File: src/rtl/axi_lite_mport_bridge_if.sv
// ---------------------------------------------------------------------------
// axi_lite_mport_bridge_if
// Signal bundle between NPORT memory requesters, the multi-port AXI4-Lite
// bridge and the AXI4-Lite slave side.
//   Requester side : req_valid/mode/addr/wdata/wstrb in, req_ready and
//                    resp_valid/resp_data/resp_err out (bridge view).
//   AXI side       : AR, R, AW, W, B channels of a single AXI4-Lite master.
// Modports:
//   master : the bridge (drives AXI requests and requester responses)
//   slave  : the environment (requesters plus AXI slave/interconnect)
// Per-port fields are packed: port i occupies [i*W +: W].
// ---------------------------------------------------------------------------
interface axi_lite_mport_bridge_if #(
  parameter int NPORT = 2,
  parameter int AW    = 32,
  parameter int DW    = 32
);
  // requester side
  logic [NPORT-1:0]        req_valid;
  logic [NPORT-1:0]        req_mode;
  logic [NPORT*AW-1:0]     req_addr;
  logic [NPORT*DW-1:0]     req_wdata;
  logic [NPORT*DW/8-1:0]   req_wstrb;
  logic [NPORT-1:0]        req_ready;
  logic [NPORT-1:0]        resp_valid;
  logic [DW-1:0]           resp_data;
  logic                    resp_err;
  // AXI4-Lite AR / R
  logic [AW-1:0]           axi_araddr;
  logic [2:0]              axi_arprot;
  logic                    axi_arvalid;
  logic                    axi_arready;
  logic [DW-1:0]           axi_rdata;
  logic [1:0]              axi_rresp;
  logic                    axi_rvalid;
  logic                    axi_rready;
  // AXI4-Lite AW / W / B
  logic [AW-1:0]           axi_awaddr;
  logic [2:0]              axi_awprot;
  logic                    axi_awvalid;
  logic                    axi_awready;
  logic [DW-1:0]           axi_wdata;
  logic [DW/8-1:0]         axi_wstrb;
  logic                    axi_wvalid;
  logic                    axi_wready;
  logic [1:0]              axi_bresp;
  logic                    axi_bvalid;
  logic                    axi_bready;

  modport master (
    input  req_valid, req_mode, req_addr, req_wdata, req_wstrb,
    output req_ready, resp_valid, resp_data, resp_err,
    output axi_araddr, axi_arprot, axi_arvalid,
    input  axi_arready,
    input  axi_rdata, axi_rresp, axi_rvalid,
    output axi_rready,
    output axi_awaddr, axi_awprot, axi_awvalid,
    input  axi_awready,
    output axi_wdata, axi_wstrb, axi_wvalid,
    input  axi_wready,
    input  axi_bresp, axi_bvalid,
    output axi_bready
  );

  modport slave (
    output req_valid, req_mode, req_addr, req_wdata, req_wstrb,
    input  req_ready, resp_valid, resp_data, resp_err,
    input  axi_araddr, axi_arprot, axi_arvalid,
    output axi_arready,
    output axi_rdata, axi_rresp, axi_rvalid,
    input  axi_rready,
    input  axi_awaddr, axi_awprot, axi_awvalid,
    output axi_awready,
    input  axi_wdata, axi_wstrb, axi_wvalid,
    output axi_wready,
    output axi_bresp, axi_bvalid,
    input  axi_bready
  );
endinterface

File: src/rtl/axi_lite_mport_bridge.sv
// ---------------------------------------------------------------------------
// axi_lite_mport_bridge
// Round-robin arbiter feeding NPORT memory requesters into one AXI4-Lite
// master port. One transaction is in flight at a time; AW and W are issued
// together and may be accepted in either order.
// Ports:
//   clk  - clock
//   rstn - synchronous, active-low reset (abandons any open transaction)
//   bus  - axi_lite_mport_bridge_if.master: requester handshake
//          (req_*/resp_*) and the AR/R/AW/W/B channels
// All outputs come straight from registers.
// ---------------------------------------------------------------------------
module axi_lite_mport_bridge #(
  parameter int NPORT = 2,
  parameter int AW    = 32,
  parameter int DW    = 32
) (
  input  logic                     clk,
  input  logic                     rstn,
  axi_lite_mport_bridge_if.master  bus
);
  localparam int SW = DW / 8;
  localparam int PW = (NPORT > 1) ? $clog2(NPORT) : 1;

  typedef enum logic [2:0] {IDLE, RD_ADDR, RD_DATA, WR_REQ, WR_RESP} state_t;

  state_t           state_q;
  logic [PW-1:0]    rr_ptr_q;
  logic [PW-1:0]    gnt_q;
  logic [NPORT-1:0] req_ready_q;
  logic [NPORT-1:0] resp_valid_q;
  logic [DW-1:0]    resp_data_q;
  logic             resp_err_q;
  logic [AW-1:0]    araddr_q;
  logic             arvalid_q;
  logic             rready_q;
  logic [AW-1:0]    awaddr_q;
  logic             awvalid_q;
  logic [DW-1:0]    wdata_q;
  logic [SW-1:0]    wstrb_q;
  logic             wvalid_q;
  logic             bready_q;

  // Unpacked per-port views of the packed request fields.
  logic [AW-1:0] port_addr  [NPORT];
  logic [DW-1:0] port_wdata [NPORT];
  logic [SW-1:0] port_wstrb [NPORT];

  generate
    for (genvar gi = 0; gi < NPORT; gi++) begin : g_port
      assign port_addr[gi]  = bus.req_addr[gi*AW +: AW];
      assign port_wdata[gi] = bus.req_wdata[gi*DW +: DW];
      assign port_wstrb[gi] = bus.req_wstrb[gi*SW +: SW];
    end
  endgenerate

  // Round-robin pick: first requester at or after rr_ptr, cyclically upward.
  // Offsets are scanned from the far end so the smallest offset wins.
  logic [PW-1:0] pick_idx;
  logic          pick_vld;
  logic [PW-1:0] next_ptr;
  int            cand;
  logic [PW-1:0] cand_pw;

  always_comb begin
    pick_idx = '0;
    pick_vld = 1'b0;
    cand     = 0;
    cand_pw  = '0;
    for (int k = NPORT - 1; k >= 0; k--) begin
      cand    = (int'(rr_ptr_q) + k) % NPORT;
      cand_pw = PW'(cand);
      if (bus.req_valid[cand_pw]) begin
        pick_idx = cand_pw;
        pick_vld = 1'b1;
      end
    end
  end

  assign next_ptr = (pick_idx == PW'(NPORT - 1)) ? '0 : pick_idx + 1'b1;

  // W or AW counts as done if already accepted or accepted this cycle.
  logic aw_done;
  logic w_done;
  assign aw_done = !awvalid_q || bus.axi_awready;
  assign w_done  = !wvalid_q  || bus.axi_wready;

  always_ff @(posedge clk) begin
    if (!rstn) begin
      state_q      <= IDLE;
      rr_ptr_q     <= '0;
      gnt_q        <= '0;
      req_ready_q  <= '0;
      resp_valid_q <= '0;
      resp_data_q  <= '0;
      resp_err_q   <= 1'b0;
      araddr_q     <= '0;
      arvalid_q    <= 1'b0;
      rready_q     <= 1'b0;
      awaddr_q     <= '0;
      awvalid_q    <= 1'b0;
      wdata_q      <= '0;
      wstrb_q      <= '0;
      wvalid_q     <= 1'b0;
      bready_q     <= 1'b0;
    end else begin
      req_ready_q  <= '0;
      resp_valid_q <= '0;
      case (state_q)
        IDLE: begin
          // The cycle carrying resp_valid never grants, so a requester sees
          // its completion before it can be granted again.
          if (pick_vld && !(|resp_valid_q)) begin
            gnt_q                 <= pick_idx;
            req_ready_q[pick_idx] <= 1'b1;
            rr_ptr_q              <= next_ptr;
            if (bus.req_mode[pick_idx]) begin
              awaddr_q  <= port_addr[pick_idx];
              wdata_q   <= port_wdata[pick_idx];
              wstrb_q   <= port_wstrb[pick_idx];
              awvalid_q <= 1'b1;
              wvalid_q  <= 1'b1;
              state_q   <= WR_REQ;
            end else begin
              araddr_q  <= port_addr[pick_idx];
              arvalid_q <= 1'b1;
              state_q   <= RD_ADDR;
            end
          end
        end
        RD_ADDR: begin
          if (arvalid_q && bus.axi_arready) begin
            arvalid_q <= 1'b0;
            rready_q  <= 1'b1;
            state_q   <= RD_DATA;
          end
        end
        RD_DATA: begin
          if (rready_q && bus.axi_rvalid) begin
            rready_q            <= 1'b0;
            resp_data_q         <= bus.axi_rdata;
            resp_err_q          <= bus.axi_rresp[1];
            resp_valid_q[gnt_q] <= 1'b1;
            state_q             <= IDLE;
          end
        end
        WR_REQ: begin
          if (awvalid_q && bus.axi_awready) awvalid_q <= 1'b0;
          if (wvalid_q && bus.axi_wready)   wvalid_q  <= 1'b0;
          if (aw_done && w_done) begin
            bready_q <= 1'b1;
            state_q  <= WR_RESP;
          end
        end
        WR_RESP: begin
          if (bready_q && bus.axi_bvalid) begin
            bready_q            <= 1'b0;
            resp_err_q          <= bus.axi_bresp[1];
            resp_valid_q[gnt_q] <= 1'b1;
            state_q             <= IDLE;
          end
        end
        default: state_q <= IDLE;
      endcase
    end
  end

  // Only the SLVERR/DECERR bit of the response codes matters here.
  logic unused_resp_lsb;
  assign unused_resp_lsb = ^{bus.axi_rresp[0], bus.axi_bresp[0]};

  assign bus.req_ready   = req_ready_q;
  assign bus.resp_valid  = resp_valid_q;
  assign bus.resp_data   = resp_data_q;
  assign bus.resp_err    = resp_err_q;
  assign bus.axi_araddr  = araddr_q;
  assign bus.axi_arprot  = 3'b000;
  assign bus.axi_arvalid = arvalid_q;
  assign bus.axi_rready  = rready_q;
  assign bus.axi_awaddr  = awaddr_q;
  assign bus.axi_awprot  = 3'b000;
  assign bus.axi_awvalid = awvalid_q;
  assign bus.axi_wdata   = wdata_q;
  assign bus.axi_wstrb   = wstrb_q;
  assign bus.axi_wvalid  = wvalid_q;
  assign bus.axi_bready  = bready_q;
endmodule

File: src/flat_wrapper.sv
// flat-port wrapper written by rule: the top's interface ports become plain ports
module axi_lite_mport_bridge_flat 
#(
  parameter int NPORT = 2,
  parameter int AW    = 32,
  parameter int DW    = 32
)
  (clk, rstn, bus_req_valid, bus_req_mode, bus_req_addr, bus_req_wdata, bus_req_wstrb, bus_req_ready, bus_resp_valid, bus_resp_data, bus_resp_err, bus_axi_araddr, bus_axi_arprot, bus_axi_arvalid, bus_axi_arready, bus_axi_rdata, bus_axi_rresp, bus_axi_rvalid, bus_axi_rready, bus_axi_awaddr, bus_axi_awprot, bus_axi_awvalid, bus_axi_awready, bus_axi_wdata, bus_axi_wstrb, bus_axi_wvalid, bus_axi_wready, bus_axi_bresp, bus_axi_bvalid, bus_axi_bready);
  axi_lite_mport_bridge_if #(.NPORT(NPORT), .AW(AW), .DW(DW)) bus_i ();
  input  logic clk;
  input  logic rstn;
  input wire logic [$bits(bus_i.req_valid)-1:0] bus_req_valid;
  input wire logic [$bits(bus_i.req_mode)-1:0] bus_req_mode;
  input wire logic [$bits(bus_i.req_addr)-1:0] bus_req_addr;
  input wire logic [$bits(bus_i.req_wdata)-1:0] bus_req_wdata;
  input wire logic [$bits(bus_i.req_wstrb)-1:0] bus_req_wstrb;
  output wire logic [$bits(bus_i.req_ready)-1:0] bus_req_ready;
  output wire logic [$bits(bus_i.resp_valid)-1:0] bus_resp_valid;
  output wire logic [$bits(bus_i.resp_data)-1:0] bus_resp_data;
  output wire logic [$bits(bus_i.resp_err)-1:0] bus_resp_err;
  output wire logic [$bits(bus_i.axi_araddr)-1:0] bus_axi_araddr;
  output wire logic [$bits(bus_i.axi_arprot)-1:0] bus_axi_arprot;
  output wire logic [$bits(bus_i.axi_arvalid)-1:0] bus_axi_arvalid;
  input wire logic [$bits(bus_i.axi_arready)-1:0] bus_axi_arready;
  input wire logic [$bits(bus_i.axi_rdata)-1:0] bus_axi_rdata;
  input wire logic [$bits(bus_i.axi_rresp)-1:0] bus_axi_rresp;
  input wire logic [$bits(bus_i.axi_rvalid)-1:0] bus_axi_rvalid;
  output wire logic [$bits(bus_i.axi_rready)-1:0] bus_axi_rready;
  output wire logic [$bits(bus_i.axi_awaddr)-1:0] bus_axi_awaddr;
  output wire logic [$bits(bus_i.axi_awprot)-1:0] bus_axi_awprot;
  output wire logic [$bits(bus_i.axi_awvalid)-1:0] bus_axi_awvalid;
  input wire logic [$bits(bus_i.axi_awready)-1:0] bus_axi_awready;
  output wire logic [$bits(bus_i.axi_wdata)-1:0] bus_axi_wdata;
  output wire logic [$bits(bus_i.axi_wstrb)-1:0] bus_axi_wstrb;
  output wire logic [$bits(bus_i.axi_wvalid)-1:0] bus_axi_wvalid;
  input wire logic [$bits(bus_i.axi_wready)-1:0] bus_axi_wready;
  input wire logic [$bits(bus_i.axi_bresp)-1:0] bus_axi_bresp;
  input wire logic [$bits(bus_i.axi_bvalid)-1:0] bus_axi_bvalid;
  output wire logic [$bits(bus_i.axi_bready)-1:0] bus_axi_bready;
  assign bus_i.req_valid = bus_req_valid;
  assign bus_i.req_mode = bus_req_mode;
  assign bus_i.req_addr = bus_req_addr;
  assign bus_i.req_wdata = bus_req_wdata;
  assign bus_i.req_wstrb = bus_req_wstrb;
  assign bus_req_ready = bus_i.req_ready;
  assign bus_resp_valid = bus_i.resp_valid;
  assign bus_resp_data = bus_i.resp_data;
  assign bus_resp_err = bus_i.resp_err;
  assign bus_axi_araddr = bus_i.axi_araddr;
  assign bus_axi_arprot = bus_i.axi_arprot;
  assign bus_axi_arvalid = bus_i.axi_arvalid;
  assign bus_i.axi_arready = bus_axi_arready;
  assign bus_i.axi_rdata = bus_axi_rdata;
  assign bus_i.axi_rresp = bus_axi_rresp;
  assign bus_i.axi_rvalid = bus_axi_rvalid;
  assign bus_axi_rready = bus_i.axi_rready;
  assign bus_axi_awaddr = bus_i.axi_awaddr;
  assign bus_axi_awprot = bus_i.axi_awprot;
  assign bus_axi_awvalid = bus_i.axi_awvalid;
  assign bus_i.axi_awready = bus_axi_awready;
  assign bus_axi_wdata = bus_i.axi_wdata;
  assign bus_axi_wstrb = bus_i.axi_wstrb;
  assign bus_axi_wvalid = bus_i.axi_wvalid;
  assign bus_i.axi_wready = bus_axi_wready;
  assign bus_i.axi_bresp = bus_axi_bresp;
  assign bus_i.axi_bvalid = bus_axi_bvalid;
  assign bus_axi_bready = bus_i.axi_bready;
  axi_lite_mport_bridge #(.NPORT(NPORT), .AW(AW), .DW(DW)) u_core (.clk(clk), .rstn(rstn), .bus(bus_i));
endmodule
File: config.mk
export PLATFORM = sky130hd
export DESIGN_NAME = axi_lite_mport_bridge_flat
export DESIGN_NICKNAME = d
export VERILOG_FILES = /design/src/rtl/axi_lite_mport_bridge_if.sv /design/src/rtl/axi_lite_mport_bridge.sv /design/src/flat_wrapper.sv
export SDC_FILE = /design/constraint.sdc
export NUM_CORES = 1
export LEC_CHECK = 0
export ABC_AREA = 1
export CAP_MARGIN = 25
export CORE_MARGIN = 10
export CORE_UTILIZATION = 39
export CTS_BUF_LIST = sky130_fd_sc_hd__clkbuf_4 sky130_fd_sc_hd__clkbuf_8
export CTS_CLUSTER_SIZE = 8
export DETAILED_ROUTE_END_ITERATION = 10
export HOLD_SLACK_MARGIN = 0.05
export PLACE_DENSITY = 0.87
export SLEW_MARGIN = 5
export SYNTH_ARGS = -nofsm -noshare
export SYNTH_HDL_FRONTEND = slang
export SYNTH_SLANG_ARGS = --single-unit
File: constraint.sdc
create_clock -name clk -period 2.25 [get_ports clk]
set_input_delay 0.675 -clock clk [delete_from_list [all_inputs] [get_ports clk]]
set_output_delay 0.675 -clock clk [all_outputs]
set_load 0.02 [all_outputs]
==> metrics.md <==
| Metric | Value |
|---|---|
| CP Cell Sequence | clkdlybuf4s50_1 |
| CTS resizes | 0 |
| Top cell type's share of synthesized area | between 40 and 50% |
| Min-delay src | u_core.gnt_q$_SDFFE_PN0P_ |
| Core ar. | approximately 16000 um^2 |
| Critical path's top delay family | buffers and inverters |
| End of the worst hold path | u_core.bus.resp_valid[1]$_SDFF_PN0_ |
| Vias in the first global route | just under 7k |
| Unique cell type count in the Yosys netlist | 27 |
| Fin. Hold Viols | 0 |
| HP Class | reg -> reg |
| Pre-Repair DR Iteration Count | 5 |
| Root buffer cell | clkbuf_8 |
| Initial antenna violation count | 0 |
| Fill cell count | between 1k and 1.5k |
| Largest net degree at the start of global routing | 76 |
| Worst R2R Setup Slack | between 0.6 and 0.7 ns |
| Hold path depth | 2 |
| DIE WIDTH | between 100 and 150 um |
| RR Endpoint | u_core.bus.resp_err$_SDFFE_PN0P_ |
| All-layer global routing usage | around 21% |
| Worst EP required | ~1.6 ns |
| Highest Signal Layer | met4 |
| Main area contributors after synthesis | dfxtp_1, nor2_1, nand2_1 |
| Crit-path slowest cell | clkdlybuf4s50_1 |
| Synthesized flop and latch total | between 100 and 150 |
| Clock latency on the worst-skew pair | between 0.4 and 0.5 ns |
| Max incr delay on CP | approximately 0.66 ns |
| Std-Cell Rows | between 40 and 50 |
| Dominant cell type by area after synthesis | dfxtp_1 |
| Clock Skew | about 0.0091 ns |
| Overall die height | ~150 um |
| Worst-path clk slew | roughly 0.08 ns |
| Gpl congestion | roughly 0.89 |
| Finished Cell Area | 10380 um^2 |
| Post-DRT Antenna Nets | 0 |
| Status | complete, no violations |
| CTS Buf Count | 17 |
| Critical path type | reg -> out |
| Most frequent cells in the layout | clkdlybuf4s50_1, nor2_1, nand2_1, dfxtp_1, o21ai_0 |
| Fmax | 464.8 MHz |
| Total Wirelength | between 20000 and 25000 um |
| Remaining DRCs | 0 |
| Hold buffers post-CTS | 0 |
| Total leakage power | 4.454 nW |
| Worst reg2reg startpoint | u_core.state_q[2]$_SDFFE_PN0P_ |
| CP endpoint kind | output port |
| RSZ-0062 raised after global routing | no |
| Synth Cell Area | roughly 6400 um^2 |
| Port bufs | between 300 and 400 |
| Syn avg cell area | roughly 6.7 um^2 |
| First-pass GRT wire length | 36080 um |
| Critical path launch point type | flop |
| Max VDD drop | 0.0004006 V |
| Sequential fraction of the synthesis area | between 40 and 50% |
| Synth Warn # | 0 |
| Setup tns final | 0 ns |
| Crit path max fanout | 4 |
| Met2 WL | ~12000 um |
| Met3 WL | approximately 2700 um |
| Max_cap viols | 0 |
| Final Net Count | roughly 1.5k |
| Vias/cell | between 4 and 5 |
| Routed length per instance | roughly 16 um |
| Clk sink count | around 150 |
| Max clock buf depth | 2 |
| Commonest non-fill, non-tap cell in the layout | clkdlybuf4s50_1 |
| Post-synthesis cell count | 952 |
| CP Buf/Inv Count | 1 |
| # setup viols final | 0 |
| Worst-case reg-to-reg path depth | 7 |
| Fin crit share | between 90 and 100% |
| Diodes inserted | 0 |
| Via count | ~7k |
| Final min period | approximately 2.2 ns |
| # IOs | about 330 |
| CTS tree | built |
| Hold Slack | ~0.46 ns |
| Drt first-iter violations | 310 |
| Synth-to-Final Area Change | 61.98% |
| GRT overflow | 0 |
| Total Power | about 10 mW |
| Slew Viols, Final | 0 |
| Layout cell share with drive strength beyond 1 | around 9.0% |
| Power per cell area | about 960 nW/um^2 |
| Arr. time, crit path | between 1 and 1.5 ns |
| H-tree levels | 4 |
| Die ar. | 21960 um^2 |
| Detailed-placement wirelength estimate | 18940 um |
| Post-CTS Repair Setup Buffers | 0 |
| Wl on met1 | about 9100 um |
| Initial Util | around two fifths |
| DP Area | 9970 um^2 |
[per-stage QoR]
step / setup slack (ns) / utilization [%] / std cells
final: 0.09866 / 64.89 / 1506
after global routing: 0.002014 / 64.89 / 1506
after CTS: 0.05474 / 64.89 / 1506
after detailed placement: -0.1433 / 62.31 / 1474
after global placement: -0.08866 / 62.31 / 1474
after floorplan: 0.5858 / - / 957
[where the power goes]
| group | leakage, nW | internal, mW | switching [mW] |
|---|---|---|---|
| registers | 1.20 | 3.17 | 0.305 |
| clock network | 0.201 | 1.08 | 1.08 |
| logic | 3.05 | 1.98 | 2.39 |
| total | 4.45 | 6.22 | 3.77 |
[cells by family (layout without fill, tap and decap cells)]
family / Yosys count / in the layout / synth area share [%]
AND/OR/NAND/NOR: 609 / 609 / 37.93
multiplexers: 1 / 1 / 0.1562
AO/OA/AOI/OAI: 112 / 112 / 8.745
flip-flops: 147 / 147 / 45.91
buffers and inverters: 82 / 415 / 7.203
other: 1 / 6 / 0.05850
[worst max path at each step]
stage | cells after the start | startpoint | slack [ns] | end
2_1_floorplan | 9 | bus_req_valid[0] | 0.59 | u_core.bus.axi_araddr[2]$_SDFFE_PN0P_
3_3_place_gp | 11 | bus_req_valid[0] | -0.09 | u_core.bus.axi_awaddr[18]$_SDFFE_PN0P_
3_5_place_dp | 11 | bus_req_valid[0] | -0.14 | u_core.bus.axi_awaddr[4]$_SDFFE_PN0P_
4_1_cts | 1 | u_core.bus.axi_bready$_SDFFE_PN0P_ | 0.05 | bus_axi_bready
5_1_grt | 1 | u_core.bus.axi_bready$_SDFFE_PN0P_ | 0.002 | bus_axi_bready
6_report | 1 | u_core.bus.axi_bready$_SDFFE_PN0P_ | 0.1 | bus_axi_bready
[state kept, by name, indices dropped and copies added, names as in the netlist, 2 cells and up]
| signal | flops |
|---|---|
| u_core.bus.axi_araddr | 32 |
| u_core.bus.axi_awaddr | 32 |
| u_core.bus.axi_wdata | 32 |
| u_core.bus.resp_data | 32 |
| u_core.bus.axi_wstrb | 4 |
| u_core.state_q | 3 |
| u_core.bus.req_ready | 2 |
| u_core.bus.resp_valid | 2 |
[routing by layer]
layer,vias up,track usage [%]
li1,3563,-
met4,0,7.384
met5,-,0
met2,310,35.79
met3,34,9.921
met1,3159,21.06
[cell type report]
cell class              count  area, um^2  share of cell area, %
flip-flops and latches    147        2943                  28.34
clock inverters            12       143.9                  1.386
well taps                 216       270.3                  2.603
repair buffers            362        3646                  35.12
inverters                  21       86.33                 0.8315
clock buffers              20       269.0                  2.591
multi-input cells         728        3024                  29.13
[Yosys cell counts, drive strengths merged]
| library cell | instances |
|---|---|
| a21oi | 6 |
| and2 | 1 |
| buf | 44 |
| clkbuf | 17 |
| conb | 1 |
| dfxtp | 147 |
| inv | 21 |
| mux2i | 1 |
| nand2 | 278 |
| nand3 | 9 |
| nand4 | 2 |
| nor2 | 285 |
| nor3 | 2 |
| o21ai | 106 |
| or2 | 32 |
Note: power is estimated with default switching activity, not from simulation.
==> RTL edit, RTL diff (same settings) <==
Reset style: asynchronous (`rstn`), changed in one clocked block. Comments in the files are not updated.
--- a/src/rtl/axi_lite_mport_bridge.sv
+++ b/src/rtl/axi_lite_mport_bridge.sv
@@ -85,7 +85,7 @@
   assign aw_done = !awvalid_q || bus.axi_awready;
   assign w_done  = !wvalid_q  || bus.axi_wready;
 
-  always_ff @(posedge clk) begin
+  always_ff @(posedge clk or negedge rstn) begin
     if (!rstn) begin
       state_q      <= IDLE;
       rr_ptr_q     <= '0;
Behaviour: differs if rstn is asserted again (counterexample within 4 cycles, from zero or initial values and one cycle with rstn low); with rstn held inactive, the same outputs for 4 cycles.
==> RTL edit against the original RTL <==
Cell area rose by 1.6%; setup slack got worse by 48 ps; clock power rose by 3%; synthesized cell count down 6.7%; total power increased by 39%; core utilization decreased by 1.0 points; sequential cell count stayed put; clock skew grew 1.1 ps; worst hold slack got worse by 330 ps; wire length down 1.6%; area after synthesis grew 2.5%.
==> RTL edit: results (changes against the original RTL) <==
{| class="wikitable"
! Metric !! Value
|-
| Reg-to-reg slack, setup || 610 ps (-70 ps)
|-
| Number of global-route vias before repair || 6668 (-3.9%)
|-
| R2R cell count || 8 (+1)
|-
| Source of the critical timing path || u_core.bus.axi_arvalid
|-
| Crit path DAT || 1520 ps (+40 ps)
|-
| Post-detailed-route wirelength per cell || 16.3 um (+2.7%)
|-
| HPWL Detailed || 18100 um (-4.6%)
|-
| Distinct cell type count of the synthesized netlist || 19 (-30%)
|-
| Via-per-instance ratio || 4.64 (-1.2%)
|-
| Peak ir drop on the vdd network || 0.604 mV (+51%)
|-
| Critical path capture point || bus_axi_arvalid
|-
| RePlAce Congestion || 0.851 (-4.1%)
|-
| Clock skew after layout || 10.2 ps (+1.12 ps)
|-
| Post-detailed-routing wire length || 23500 um (-1.6%)
|-
| First-pass detailed-route iteration total || 7 (+2)
|-
| Total track usage || 20.2% (-0.35 points)
|-
| Final Net Count || 1392 (-4.7%)
|-
| Pin count of the biggest net entering global routing || 61 (-20%)
|-
| Syn Inst Count || 888 (-6.7%)
|-
| CP max FO || 3 (-1)
|-
| Layout cell share with drive strength beyond 1 || 5.40% (-3.6 points)
|-
| Leakage power summed over all cells || 5.43 nW (+22%)
|-
| Post-synthesis sequential area ratio || 56.0% (+10 points)
|-
| Fillers || 1368 (+2.8%)
|-
| Outcome || complete, no violations
|-
| Asr flop ratio synth || 100% (+100 points)
|-
| Most frequent cells after synthesis || nand2_1, dfrtp_1, clkbuf_1
|-
| Drt first-iter violations || 278 (-10%)
|-
| Path category of the worst min-delay check || in2async
|-
| Dominant cells by area after synthesis || dfrtp_1, nand2_1, buf_2
|}
RTL edit: cell types whose count changed after synthesis, sizes merged, moves of 2 or more:
| cell | change |
|---|---|
| a21oi | -5 |
| buf | -17 |
| clkbuf | +2 |
| dfrtp | +147 |
| dfxtp | -147 |
| nand2 | +363 |
| nand3 | -3 |
| nor2 | -270 |
| o21ai | -99 |
| or2 | -32 |
RTL edit: power by group:
| part | switching, W | total (W) | leakage [nW] | internal, W |
|---|---|---|---|---|
| Combinational | 0.00407 | 0.00719 | 3.38 | 0.00312 |
| Sequential | 0.000650 | 0.00447 | 1.85 | 0.00382 |
| Clock | 0.00106 | 0.00222 | 0.209 | 0.00116 |
| Total | 0.00577 | 0.0139 | 5.43 | 0.00810 |
RTL edit: per-layer routing:
| layer | GRT usage (%) | up-vias | wire length [um] |
|---|---|---|---|
| li1 | - | 3278 | - |
| met1 | 22.4 | 3073 | 8730 |
| met2 | 34.3 | 283 | 11700 |
| met3 | 6.91 | 50 | 2260 |
| met4 | 9.67 | 0 | 829 |
| met5 | 0 | - | 0 |
RTL edit: final cells by class:
cell class              count  area share [%]
well taps                 220            2.61
clock buffers              19            2.42
multi-input cells         679            24.6
clock inverters            13            1.64
inverters                  21           0.747
repair buffers            343            33.1
flip-flops and latches    147            34.9
RTL edit: metrics by stage:
stage          area (um^2)  setup WS (ps)  hold WS (ps)
5_1_grt              10600           9.47           137
2_1_floorplan         6590            538           379
6_report             10600           50.4           137
4_1_cts              10600           21.1           119
3_3_place_gp         10100           -119           416
3_5_place_dp         10100           -191           428
RTL edit: cell families after synthesis:
kind of cell / count (synthesis) / synth area share, %
compound gates: 9 / 0.781
buf+inv: 67 / 4.86
flops: 147 / 56.0
other cells: 1 / 0.0571
simple gates: 664 / 38.3
